## config.mk

```make
export PLATFORM = sky130hd
export DESIGN_NAME = scr1_dmem_arb2
export DESIGN_NICKNAME = d
export VERILOG_FILES = /design/src/rtl/scr1_dmem_arb2.sv
export SDC_FILE = /design/constraint.sdc
export NUM_CORES = 1
export LEC_CHECK = 0
export ABC_AREA = 1
export BUFFER_PORTS_ARGS = -buffer_cell sky130_fd_sc_hd__clkbuf_2
export CELL_PAD_IN_SITES_DETAIL_PLACEMENT = 0
export CELL_PAD_IN_SITES_GLOBAL_PLACEMENT = 1
export CORE_AREA = 2 2 121 123
export DETAILED_ROUTE_END_ITERATION = 8
export DIE_AREA = 0 0 123 125
export MAX_ROUTING_LAYER = met4
export PLACE_DENSITY_LB_ADDON = 0.1
export SYNTH_ARGS = -nofsm -noshare
export SYNTH_HDL_FRONTEND = slang
export SYNTH_SLANG_ARGS = --single-unit
```

## constraint.sdc

```tcl
create_clock -name clk -period 3.2 [get_ports clk]
set_input_delay 0.32 -clock clk [delete_from_list [all_inputs] [get_ports clk]]
set_output_delay 0.32 -clock clk [all_outputs]
set_load 0.01 [all_outputs]
```

## src/rtl/scr1_dmem_arb2.sv

```systemverilog
// Two-requester arbiter for the shared data-memory port (m0 = core LSU, m1 = debug/DMA).
// Latency: zero-cycle request pass-through. Responses are routed to the owner of the single outstanding transaction.
// Backpressure: the loser, and any requester while the window is closed, sees req_ack=0 and must hold its request.
// Optional feature: define SCR1_DMEM_ARB_RR_EN for round-robin. Otherwise m0 has fixed priority with a burst limit.

`ifndef SCR1_DMEM_AWIDTH
`define SCR1_DMEM_AWIDTH 32
`endif
`ifndef SCR1_DMEM_DWIDTH
`define SCR1_DMEM_DWIDTH 32
`endif

module scr1_dmem_arb2 #(
    parameter int SCR1_ARB_BURST_MAX = 4
) (
    input  logic                          clk,
    input  logic                          rst_n,

    input  logic                          m0_req,
    output logic                          m0_req_ack,
    input  logic                          m0_cmd,
    input  logic [1:0]                    m0_width,
    input  logic [`SCR1_DMEM_AWIDTH-1:0]  m0_addr,
    input  logic [`SCR1_DMEM_DWIDTH-1:0]  m0_wdata,
    output logic [`SCR1_DMEM_DWIDTH-1:0]  m0_rdata,
    output logic [1:0]                    m0_resp,

    input  logic                          m1_req,
    output logic                          m1_req_ack,
    input  logic                          m1_cmd,
    input  logic [1:0]                    m1_width,
    input  logic [`SCR1_DMEM_AWIDTH-1:0]  m1_addr,
    input  logic [`SCR1_DMEM_DWIDTH-1:0]  m1_wdata,
    output logic [`SCR1_DMEM_DWIDTH-1:0]  m1_rdata,
    output logic [1:0]                    m1_resp,

    output logic                          slv_req,
    input  logic                          slv_req_ack,
    output logic                          slv_cmd,
    output logic [1:0]                    slv_width,
    output logic [`SCR1_DMEM_AWIDTH-1:0]  slv_addr,
    output logic [`SCR1_DMEM_DWIDTH-1:0]  slv_wdata,
    input  logic [`SCR1_DMEM_DWIDTH-1:0]  slv_rdata,
    input  logic [1:0]                    slv_resp
);

    // Memory response encoding: NOTRDY / RDY_OK / RDY_ER
    localparam logic [1:0] RESP_NOTRDY = 2'd0;
    localparam logic [1:0] RESP_RDY_OK = 2'd1;
    localparam logic [1:0] RESP_RDY_ER = 2'd2;

    localparam logic M0 = 1'b0;
    localparam logic M1 = 1'b1;

    localparam logic [3:0] BURST_MAX = 4'(SCR1_ARB_BURST_MAX);

    typedef enum logic {
        ST_IDLE = 1'b0,
        ST_DATA = 1'b1
    } state_e;

    state_e      r_state;
    state_e      w_state_nxt;
    logic        r_owner;
    logic        r_last_grant;
    logic [3:0]  r_burst_cnt;

    logic        w_window;
    logic        w_any_req;
    logic        w_winner;
    logic        w_accept;
    logic [3:0]  w_burst_nxt;

    // A new request may be granted when idle, or when the outstanding one completes OK.
    assign w_window  = (r_state == ST_IDLE) ||
                       ((r_state == ST_DATA) && (slv_resp == RESP_RDY_OK));
    assign w_any_req = m0_req | m1_req;
    assign w_accept  = rst_n & w_window & w_any_req & slv_req_ack;

    // Winner selection; only meaningful when at least one requester is active.
`ifdef SCR1_DMEM_ARB_RR_EN
    always_comb begin
        if (m0_req && m1_req) begin
            w_winner = ~r_last_grant;
        end else begin
            w_winner = m1_req ? M1 : M0;
        end
    end
`else
    always_comb begin
        w_winner = M0;
        if (m1_req && (!m0_req || ((r_last_grant == M0) && (r_burst_cnt == BURST_MAX)))) begin
            w_winner = M1;
        end
    end
`endif

    // Burst counter: saturating count of consecutive grants to the same requester.
    always_comb begin
        w_burst_nxt = 4'd1;
        if (w_winner == r_last_grant) begin
            w_burst_nxt = (r_burst_cnt < BURST_MAX) ? (r_burst_cnt + 4'd1) : BURST_MAX;
        end
    end

    // Slave command fields follow the winner combinationally.
    assign slv_cmd   = (w_winner == M1) ? m1_cmd   : m0_cmd;
    assign slv_width = (w_winner == M1) ? m1_width : m0_width;
    assign slv_addr  = (w_winner == M1) ? m1_addr  : m0_addr;
    assign slv_wdata = (w_winner == M1) ? m1_wdata : m0_wdata;

    // Next state, request/ack gating and response routing; reset forces everything quiet.
    always_comb begin
        w_state_nxt = r_state;
        slv_req     = 1'b0;
        m0_req_ack  = 1'b0;
        m1_req_ack  = 1'b0;
        m0_resp     = RESP_NOTRDY;
        m1_resp     = RESP_NOTRDY;
        m0_rdata    = '0;
        m1_rdata    = '0;
        if (rst_n) begin
            if (w_window) begin
                slv_req    = w_any_req;
                m0_req_ack = w_any_req & (w_winner == M0) & slv_req_ack;
                m1_req_ack = w_any_req & (w_winner == M1) & slv_req_ack;
            end
            if (r_state == ST_DATA) begin
                if (r_owner == M1) begin
                    m1_resp  = slv_resp;
                    m1_rdata = slv_rdata;
                end else begin
                    m0_resp  = slv_resp;
                    m0_rdata = slv_rdata;
                end
            end
            case (r_state)
                ST_IDLE: begin
                    if (w_accept) w_state_nxt = ST_DATA;
                end
                ST_DATA: begin
                    if (slv_resp == RESP_RDY_OK) begin
                        w_state_nxt = w_accept ? ST_DATA : ST_IDLE;
                    end else if (slv_resp == RESP_RDY_ER) begin
                        w_state_nxt = ST_IDLE;
                    end
                end
                default: w_state_nxt = ST_IDLE;
            endcase
        end
    end

    // State, owner and fairness bookkeeping.
    always_ff @(posedge clk) begin
        if (!rst_n) begin
            r_state      <= ST_IDLE;
            r_owner      <= M0;
            r_last_grant <= M1;
            r_burst_cnt  <= 4'd0;
        end else begin
            r_state <= w_state_nxt;
            if (w_accept) begin
                r_owner      <= w_winner;
                r_last_grant <= w_winner;
                r_burst_cnt  <= w_burst_nxt;
            end
        end
    end

endmodule

```

# --- Word level (Yosys, flattened, before mapping) ---
# Cells that the tools add are included.
classes:
  reduce_logical: 6
  magnitude_cmp: 1
  n_eq_ne: 4
  bitwise: 11
  addsub: 1
  n_mux: 29
ops:
  columns: ["cell", "n"]
  rows:
  - ["two-way mux 32 bit", 8]
  - ["two-way mux 2 bit", 7]
  - ["two-way mux 1 bit", 11]
  - ["two-way mux 4 bit", 2]
  - ["AND 1 bit", 7]
  - ["adder 4 x 1 -> 4 bit (second input constant)", 1]
  - ["equality test 4 x 3 -> 1 bit (second input constant)", 1]
  - ["< comparator 4 x 3 -> 1 bit (second input constant)", 1]
  - ["logical AND 1 bit", 3]
  - ["inverter 1 bit", 3]
  - ["equality test 2 x 1 -> 1 bit (second input constant)", 1]
  - ["equality test 2 bit (second input constant)", 1]
  - ["logical OR 1 bit", 2]
  - ["case mux 1 bit (2 select lines)", 1]
  - ["equality test 1 bit", 1]
  - ["zero test 1 bit", 1]
  - ["OR 1 bit", 1]
word_totals:
  output_inout_bits: 138
  word_cells: 56
  in_bits: 173
  ff_bits: 7

# --- Depth between registers and ports, before layout ---
# Gate-level depths: netlist (run 1).
logic_depth:
  depth_word: 10
  depth_mapped: 12
  ltp_nobuf: 10

# --- Least setup slack after synthesis (run 1) ---
# No wires, ideal clock.
synth_timing:
  kind: "reg-to-output"
  start: "reg r_burst_cnt[0]"
  end: "out slv_wdata[12]"
  n_path_buf: 2
  required_time_ns: 2.880
  path_stages_with_launch: 13
  arrival_ns: 1.250
  slack_ns: 1.630
  cell_sequence: "dfxtp_1 inv_1 ha_1 nand2_1 inv_1 nand2_1 nand2_2 nand2_4 inv_4 buf_6 buf_6 nand2_1 nand2_1"
synth_via:
  elab_chain_cells: 6
synth_rtl:
  columns: ["element", "line_no", "rtl"]
  rows:
  - ["from (decl)", "66", "logic [3:0] r_burst_cnt;"]
  - ["from (signal assigned)", "165", "r_burst_cnt <= w_burst_nxt;"]
  - ["equality test 4 x 3 -> 1 bit", "92", "if (m1_req && (!m0_req || ((r_last_grant == M0) && (r_burst_cnt == BURST_MAX)))) begin"]
  - ["logical AND 1 bit", "92", null]
  - ["logical OR 1 bit", "92", null]
  - ["logical AND 1 bit", "92", null]
  - ["two-way mux 1 bit", "92", null]
  - ["two-way mux 32 bit", "110", "assign slv_wdata = (w_winner == M1) ? m1_wdata : m0_wdata;"]
  - ["to (decl)", "42", "output logic [`SCR1_DMEM_DWIDTH-1:0] slv_wdata,"]
# Every way passes these cells.

# --- Worst setup path in the final report (run 1) ---
layout_timing:
  start: "reg r_burst_cnt[0]"
  end: "out slv_wdata[20]"
# The elaborated chain is that of the path after synthesis.

==> results of run 1 <==
kinds of logic after synthesis:
| logic type | after synthesis | share of synthesized area (%) |
|---|---|---|
| AND/OR/NAND/NOR | 306 | 68.8 |
| buffers and inverters | 77 | 20.2 |
| flip-flops | 7 | 7.63 |
| adder cells (fa/ha/maj) | 2 | 1.36 |
| AO/OA/AOI/OAI | 6 | 1.98 |
worst paths after layout:
path                    endpoint  slack [ns]      startpoint  depth (start not counted)
setup / recovery   slv_wdata[20]        0.82  r_burst_cnt[0]                         11
hold / removal      r_last_grant        0.42           rst_n                          2
setup reg to reg         r_owner        1.51  r_burst_cnt[0]                         10
hold reg to reg   r_burst_cnt[3]        0.46  r_burst_cnt[3]                          2
cells in the final DEF (no fill, tap or decap), drive strengths merged:
cell / count
o21ai: 1
inv: 47
clkbuf: 314
clkinv: 1
buf: 3
dfxtp: 7
or2: 2
o31ai: 1
nor2: 9
ha: 2
a21oi: 4
nand4: 1
nor3: 67
nand3: 4
nand2: 223
state kept, by name, summed over array words and instances, names as in the netlist:
name,flops
r_burst_cnt,4
r_last_grant,1
r_owner,1
r_state,1
critical path, delay by kind of cell, from the launching register on:
kind / cells / cell delay [ns]
adder cells (fa/ha/maj): 1 / 0.20
buffers and inverters: 4 / 0.77
flip-flops: 1 / 0.32
AND/OR/NAND/NOR: 6 / 0.49
power by group through the flow:
stage               sequential (mW)  combinational (mW)  clock, mW
global placement             0.0969               0.425          0
CTS                          0.0957               0.427      0.216
detailed placement           0.0970               0.426          0
finish                       0.0957               0.415      0.211
global route                 0.0964               0.467      0.221
floorplan                    0.0961               0.211          0
layer usage:
layer  vias to the layer above  GRT usage [%]  routed length [um]
met5                         -              -                   0
li1                       1780              -                   -
met4                         0           1.87                  89
met2                       181           26.8                5880
met1                      1405           12.6                3730
met3                         4           3.56                1190
area by class of cell:
cell class / count / area [um2]
Inverter: 48 / 184
Sequential cell: 7 / 140
Tap cell: 184 / 230
Timing Repair Buffer: 313 / 1570
Multi-Input combinational cell: 314 / 1330
Fill cell: 1671 / 10700
Clock buffer: 4 / 78.8
stage by stage:
step / worst slack (ns) / cell area, um2 / util [%] / std cells / hold slack, ns
floorplan: 1.63 / 1840 / - / 398 / 0.430
global placement: 1.07 / 3450 / 24.3 / 866 / 0.451
detailed placement: 1.00 / 3450 / 24.3 / 866 / 0.459
CTS: 0.755 / 3530 / 24.9 / 870 / 0.428
global route: 0.588 / 3530 / 24.9 / 870 / 0.453
finish: 0.822 / 3530 / 24.9 / 870 / 0.422
==> metrics.txt, run 1 <==
Final GP Congestion=0.799; hold crit path type=in2reg; NumNets Final=862; critical-path maximum fanout=67; critical path type=reg2out; CORE AREA=0.0142 mm2; vias in the first global route=3025; Net Sw Power=0.284 mW; synth unique cells=23; FFs w/ async S/R, synth=0%; initial antenna violation count=0; switching part of the total=39.4%; PD cells=204 mW/mm2; largest net degree at the start of global routing=70; top-count cell post-synth=nand2_1; worst relative slew slack=23.1%; Max Cap Violations=0; diode count=0; Starting Density=12.9%; Die Ht=125 um; maximum vdd ir drop=164 uV; Post-synth top flop=dfxtp_1; I/O Buffers=310; Post-CTS Setup Repair Bufs=0; RSZ-0062 raised after global routing=no; drt pass-1 iters=4; DR WL/cell=12.5 um; Synth Cell Area=0.00184 mm2; top cell type's share of synthesized area=45.0%; post-synth top area cell=nand2_1; Root Driver=clkbuf_16; GRT Overall Usage=13.4%; synth cell count leaders=nand2_1 (220), nor3_1 (67), inv_1 (45), buf_2 (11), nor2_1 (9); DRT iter0 DRCs=87; crit path cell chain=inv_1 > ha_1 > nand2_1 > inv_1 > nand2_1 > nand2_2 > nand2_4 > buf_4 > nand2_1 > nand2_1 > clkbuf_2; via count=3370; Slew Limit Fails=0; die area=0.0154 mm2; Comb power frac=57.5%; post-synthesis average cell area=4.61 um2; cts bufs inserted=3; sequential power share=13.3%; TritonCTS Sinks=7; Clk network pwr share=29.3%; Max Clock Skew=0.00221 ns; Post-CTS Hold Buffers=0; vias per inst=3.87; syn nets=573; Final Hold Viols=0; Post-synth EDFFs=0; run status=completed; P&R area growth vs syn=92.4%; Least-Margin Pin Slew=1.15 ns; htree depth=1; clock transition at the registers of the reported paths=0.03 ns; Internal Pwr Total=0.438 mW; YS warnings=0; # DRC=0; P_leak=2.44 nW; maximum root-to-sink buffer count=2; data required time of the worst path=2.88 ns; Die W=123 um; most frequent CP cell=nand2_1; Mapped Cells=398; crit path DAT=2.06 ns; clk_lat worst skew=0.23 ns; setup TNS=0 ns; io pins=311; dpl hpwl=9260 um; CP max stage cell=buf_4; FP Rows=44; grt ovf=0; layout cells sized above 1=47.4%; final setup fails=0; sequential area share after synthesis=7.63%; Area contributors post-synth=nand2_1 (45%), nor3_1 (18%), inv_1 (9.2%); FF+latch count, synth=7; Setup crit start kind=flop; Total Power=0.722 mW; min Tclk post-route=2.38 ns; CTS tree=done; max incr delay on CP=0.54 ns; WL final=10900 um; CP Capture Type=primary output; cts repair resizes=0; antenna-violating nets left=0; Final Cycle Share=74.3%; first-pass GRT wire length=15600 um; Max Fclk=0.421 GHz
(Power assumes the default switching activity.)
==> run 2: changes to the inputs <==
--- a/config.mk
+++ b/config.mk
@@ -9,9 +9,8 @@
 export BUFFER_PORTS_ARGS = -buffer_cell sky130_fd_sc_hd__clkbuf_2
 export CELL_PAD_IN_SITES_DETAIL_PLACEMENT = 0
 export CELL_PAD_IN_SITES_GLOBAL_PLACEMENT = 1
-export CORE_AREA = 2 2 121 123
+export CORE_UTILIZATION = 13
 export DETAILED_ROUTE_END_ITERATION = 8
-export DIE_AREA = 0 0 123 125
 export MAX_ROUTING_LAYER = met4
 export PLACE_DENSITY_LB_ADDON = 0.1
 export SYNTH_ARGS = -nofsm -noshare
==> constraint.sdc (replaced) <==
create_clock -name clk -period 2.15 [get_ports clk]
set_input_delay 0.215 -clock clk [delete_from_list [all_inputs] [get_ports clk]]
set_output_delay 0.215 -clock clk [all_outputs]
set_load 0.01 [all_outputs]
==> metrics.txt, run 2 (same netlist as run 1, synthesis figures left out) <==
run status=completed; diode count=0 (unchanged); crit path to=slv_wdata[11]; most frequent cells in the layout=clkbuf_2 (310), nand2_1 (220), nor3_1 (67), inv_1 (45), nor2_1 (9); DRT iter0 DRCs=74 (-15%); grt ovf=0 (unchanged); P_leak=2.48 nW (+1.6%); Starting Density=13.3% (+0.35 points); vias in the first global route=3074 (+1.6%); Setup crit start kind=flop; Crit. path cell count=11 (unchanged); Max Fclk=0.501 GHz; Least-Margin Pin Slew=0.467 ns (-0.684 ns); Max Clock Skew=0.00144 ns (-0.000771 ns); antenna-violating nets left=0 (unchanged); CP max stage cell=dfxtp_1; Post-CTS Setup Repair Bufs=0 (unchanged); dpl hpwl=9730 um (+5.1%); Die Ht=121 um (-3.3%); Final GP Congestion=0.803 (+0.40%); Root Driver=clkbuf_16; I/O Buffers=310 (unchanged); data required time of the worst path=1.93 ns (-0.95 ns); FF-to-FF End=r_owner; path depth of the worst reg2reg path=10 (unchanged); most used routing layer=met2; critical path type=reg2out; cts bufs inserted=3 (unchanged); io pins=311 (unchanged); clk_lat worst skew=0.23 ns (about the same); most flop-heavy register=r_burst_cnt; TritonCTS Sinks=7 (unchanged); via count=3434 (+1.9%); Crit path buffers/inverters=4 (unchanged); worst reg2reg setup slack=0.78 ns (-0.73 ns); RSZ-0062 raised after global routing=yes; WL final=11100 um (+2.3%); max incr delay on CP=0.34 ns (-0.20 ns); FF-to-FF Start=r_burst_cnt[0]; CTS tree=done; cts repair resizes=0 (unchanged); Final Hold Viols=0 (unchanged); critical-path maximum fanout=22 (-67%); most frequent CP cell=nand2_1; layout cells sized above 1=47.8% (+0.45 points); Slew Limit Fails=0 (unchanged); maximum root-to-sink buffer count=2 (unchanged); P&R area growth vs syn=96.6%; initial antenna violation count=0 (unchanged); vias per inst=3.95 (+1.9%); FP Rows=43 (-2.3%); Worst path top cell family by delay=simple AND/OR/NAND/NOR gates; PD cells=305 mW/mm2 (+49%); max FFs per register=4 (unchanged); Max Cap Violations=0 (unchanged); clock transition at the registers of the reported paths=0.04 ns (about the same); NumNets Final=866 (+0.46%); GRT Overall Usage=14.5% (+1.1 points); Final Cycle Share=92.9%; commonest non-fill, non-tap cell in the layout=clkbuf_2; final setup fails=0 (unchanged); Critical path origin=r_burst_cnt[1]; # DRC=0 (unchanged); Total Power=1.10 mW (+52%); first-pass GRT wire length=15900 um (+1.7%); crit path DAT=1.78 ns (-0.28 ns); GR met3 Demand/Resource=2.97% (-0.59 points); min Tclk post-route=2.00 ns; CP Capture Type=primary output; Layout Utilization=26.1% (+1.2 points); htree depth=1 (unchanged); hold crit path type=in2reg; Die W=121 um (-1.8%); crit path cell chain=inv_1 > ha_1 > nand2_1 > inv_1 > nand2_1 > nand2_2 > nand2_4 > buf_4 > nand2_1 > nand2_1 > clkbuf_2; largest net degree at the start of global routing=46 (-34%); met1 usage=15.1% (+2.5 points); drt pass-1 iters=5 (+1); CORE AREA=0.0138 mm2 (-2.7%); die area=0.0146 mm2 (-5.0%); grt met2 use=27.6% (+0.83 points); worst relative slew slack=68.8% (+46 points); DR WL/cell=12.8 um (+2.3%); Post-CTS Hold Buffers=0 (unchanged); maximum vdd ir drop=182 uV (+11%)
==> run 2: layout make-up <==
type	instances	area [um2]
fillers	1619	10200
inverters	48	184
flip-flops and latches	7	140
multi-input cells	314	1330
repair buffers	317	1650
well taps	180	225
clock buffers	3	75.1
clock inverters	1	5.00
==> run 2: worst register-to-register path: stages, from the launching register on <==
cell and delay (ns):
dfxtp_1 0.30, inv_1 0.09, ha_1 0.15, nand2_1 0.05
inv_1 0.05, nand2_1 0.05, nand2_2 0.08, nand2_4 0.07
inv_4 0.20, nand2_2 0.14, a21oi_2 0.12
==> run 2: how the worst min path moves through the flow <==
stage	startpoint	end	slack (ns)	cells after the start
finish	rst_n	r_last_grant	0.32	2
global route	rst_n	r_last_grant	0.35	2
CTS	rst_n	r_last_grant	0.33	2
detailed placement	r_burst_cnt[3]	r_burst_cnt[3]	0.46	2
global placement	r_burst_cnt[3]	r_burst_cnt[3]	0.45	2
floorplan	slv_resp[0]	r_state	0.40	2
==> run 2: power breakdown <==
group	switching [mW]	internal, mW	total [mW]
Clock	0.0742	0.244	0.319
Sequential	0.00473	0.137	0.142
Combinational	0.358	0.282	0.640
Total	0.437	0.663	1.10
==> run 2: layer usage <==
layer  share of wire, %  vias to the layer above
met3                9.4                        8
met1                 36                     1441
met2                 53                      196
met5                  0                        -
li1                   -                     1789
met4                1.3                        0
==> run 2: stage by stage <==
stage | worst slack (ns) | hold WS, ns | cell area (um2) | instances | setup TNS [ns]
detailed placement | 0.387 | 0.459 | 3530 | 866 | 0
global route | -0.00904 | 0.347 | 3610 | 870 | -0.0127
floorplan | 0.685 | 0.396 | 1840 | 398 | 0
global placement | 0.365 | 0.453 | 3530 | 866 | 0
CTS | 0.134 | 0.333 | 3610 | 870 | 0
finish | 0.153 | 0.324 | 3610 | 870 | 0
==> run 3: changes to the inputs <==
--- a/config.mk
+++ b/config.mk
@@ -13,6 +13,7 @@
 export DETAILED_ROUTE_END_ITERATION = 8
 export MAX_ROUTING_LAYER = met4
 export PLACE_DENSITY_LB_ADDON = 0.1
+export SLEW_MARGIN = 30
 export SYNTH_ARGS = -nofsm -noshare
 export SYNTH_HDL_FRONTEND = slang
 export SYNTH_SLANG_ARGS = --single-unit
==> constraint.sdc (replaced) <==
create_clock -name clk -period 1.8 [get_ports clk]
set_input_delay 0.18 -clock clk [delete_from_list [all_inputs] [get_ports clk]]
set_output_delay 0.18 -clock clk [all_outputs]
set_load 0.01 [all_outputs]
==> metrics.txt, run 3 (same netlist as run 1, synthesis figures left out) <==
Setup crit start kind=flop; htree depth=1 (unchanged); placed instance area=0.00357 mm2 (+1.3%); Root Driver=clkbuf_16; post-route setup slack=-0.00541 ns (-0.159 ns); Starting Density=13.3% (unchanged); clock transition at the registers of the reported paths=0.04 ns (about the same); TritonCTS Sinks=7 (unchanged); layout cells sized above 1=55.5% (+7.7 points); largest net degree at the start of global routing=44 (-4.3%); Final Hold Viols=0 (unchanged); critical path type=reg2out; most flop-heavy register=r_burst_cnt; PD cells=358 mW/mm2 (+17%); max FFs per register=4 (unchanged); Final Cycle Share=100%; vias in the first global route=3173 (+3.2%); setup TNS=-0.0124 ns (-0.0124 ns); crit path DAT=1.63 ns (-0.15 ns); # DRC=0 (unchanged); RSZ-0062 raised after global routing=yes; die area=0.0146 mm2 (unchanged); NumNets Final=889 (+2.7%); Least-Margin Pin Slew=0.342 ns (-0.125 ns); Post-CTS Hold Buffers=0 (unchanged); dpl hpwl=9710 um (-0.18%); cts bufs inserted=3 (unchanged); run status=finished with violations; maximum root-to-sink buffer count=2 (unchanged); Layout Utilization=30.8% (+4.7 points); min Tclk post-route=1.81 ns; data required time of the worst path=1.62 ns (-0.31 ns); Max Clock Skew=0.00389 ns (+0.00245 ns); CORE AREA=0.0138 mm2 (unchanged); Slew Limit Fails=0 (unchanged); Die W=121 um (unchanged); first-pass GRT wire length=16500 um (+4.2%); FF/Latch Area=143 um2 (+1.8%); DRT iter0 DRCs=84 (+14%); grt ovf=0 (unchanged); Die Ht=121 um (unchanged); P&R area growth vs syn=132%; Hold WS=0.279 ns (-0.0452 ns); Max Fclk=0.554 GHz; DR WL/cell=13.4 um (+4.8%); critical-path maximum fanout=6 (-73%); via count=3599 (+4.8%); FP Rows=43 (unchanged); worst relative slew slack=76.9% (+8.1 points); GRT Overall Usage=15.3% (+0.77 points); io pins=311 (unchanged); clk_lat worst skew=0.24 ns (about the same); Multi-input gate area=0.00148 mm2 (+12%); vias per inst=4.03 (+2.1%); WL final=12000 um (+7.6%); Fillers=1579 (-2.5%); initial antenna violation count=0 (unchanged); maximum vdd ir drop=229 uV (+26%); diode count=0 (unchanged); hold crit path type=in2reg; failing checks=setup timing; I/O Buffers=310 (unchanged); design area=0.00425 mm2 (+18%); Final GP Congestion=0.789 (-1.7%); Max Cap Violations=0 (unchanged); antenna-violating nets left=0 (unchanged); most frequent cells in the layout=clkbuf_2 (279), nand2_1 (185), nor3_1 (66), inv_1 (42), nand2_2 (30); final setup fails=3 (+3); CTS tree=done; CP Capture Type=primary output; commonest non-fill, non-tap cell in the layout=clkbuf_2; P_leak=2.74 nW (+10%); drt pass-1 iters=4 (-1)
## run 3: cell types whose count changed in the layout (fill, tap and decap cells not counted), sizes merged
cell,change
buf,+42
clkbuf,-19
## run 3: path summary, 6_finish.rpt
| path | slack, ns | from | end | cells past startpoint |
|---|---|---|---|---|
| setup / recovery | -0.005 | r_burst_cnt[1] | slv_wdata[1] | 12 |
| hold / removal | 0.28 | rst_n | r_last_grant | 2 |
| setup reg to reg | 0.47 | r_burst_cnt[1] | r_last_grant | 11 |
| hold reg to reg | 0.46 | r_burst_cnt[3] | r_burst_cnt[3] | 2 |
## run 3: repair_timing
item	4_1_cts	5_1_grt
pin swaps	6	9
gates cloned	4	4
endpoints found under the setup margin	67	71
resized for setup	44	65
buffers inserted	6	3
## run 3: area by class of cell
type / instances / share of cell area, %
clock inverter: 1 / 0.118
clock buffer: 3 / 1.76
multi-input combinational: 314 / 34.8
inverter: 48 / 4.56
sequential: 7 / 3.35
tap: 180 / 5.29
timing repair buffer: 340 / 50.1
## run 3: stage by stage
step	worst slack [ns]	std cells	power [mW]
floorplan	0.370	398	0.546
global placement	0.139	872	0.967
finish	-0.00541	893	1.52
detailed placement	0.129	872	0.962
CTS	-0.0751	886	1.46
global route	-0.0970	893	1.63
## run 3: power breakdown
group | internal [mW] | switching, mW
logic | 0.472 | 0.489
registers | 0.165 | 0.00616
clock network | 0.292 | 0.0964
total | 0.930 | 0.591
## run 3: per-layer routing
metal	vias up	global-route usage, %	part of all wire [%]
met4	0	2.55	0.63
met5	-	-	0
met2	188	29.9	55
li1	1840	-	-
met3	7	3.11	7.8
met1	1564	15.7	36
## run 3: critical path: stages (launching register included)
cell and delay, ns:
dfxtp_2 0.33, inv_2 0.05, ha_4 0.15, nand2_2 0.06, inv_2 0.03, nand2_2 0.06
nand2_4 0.07, nand2_8 0.10, buf_12 0.15, clkbuf_16 0.16, nand2_1 0.05, nand2_1 0.05
buf_2 0.13
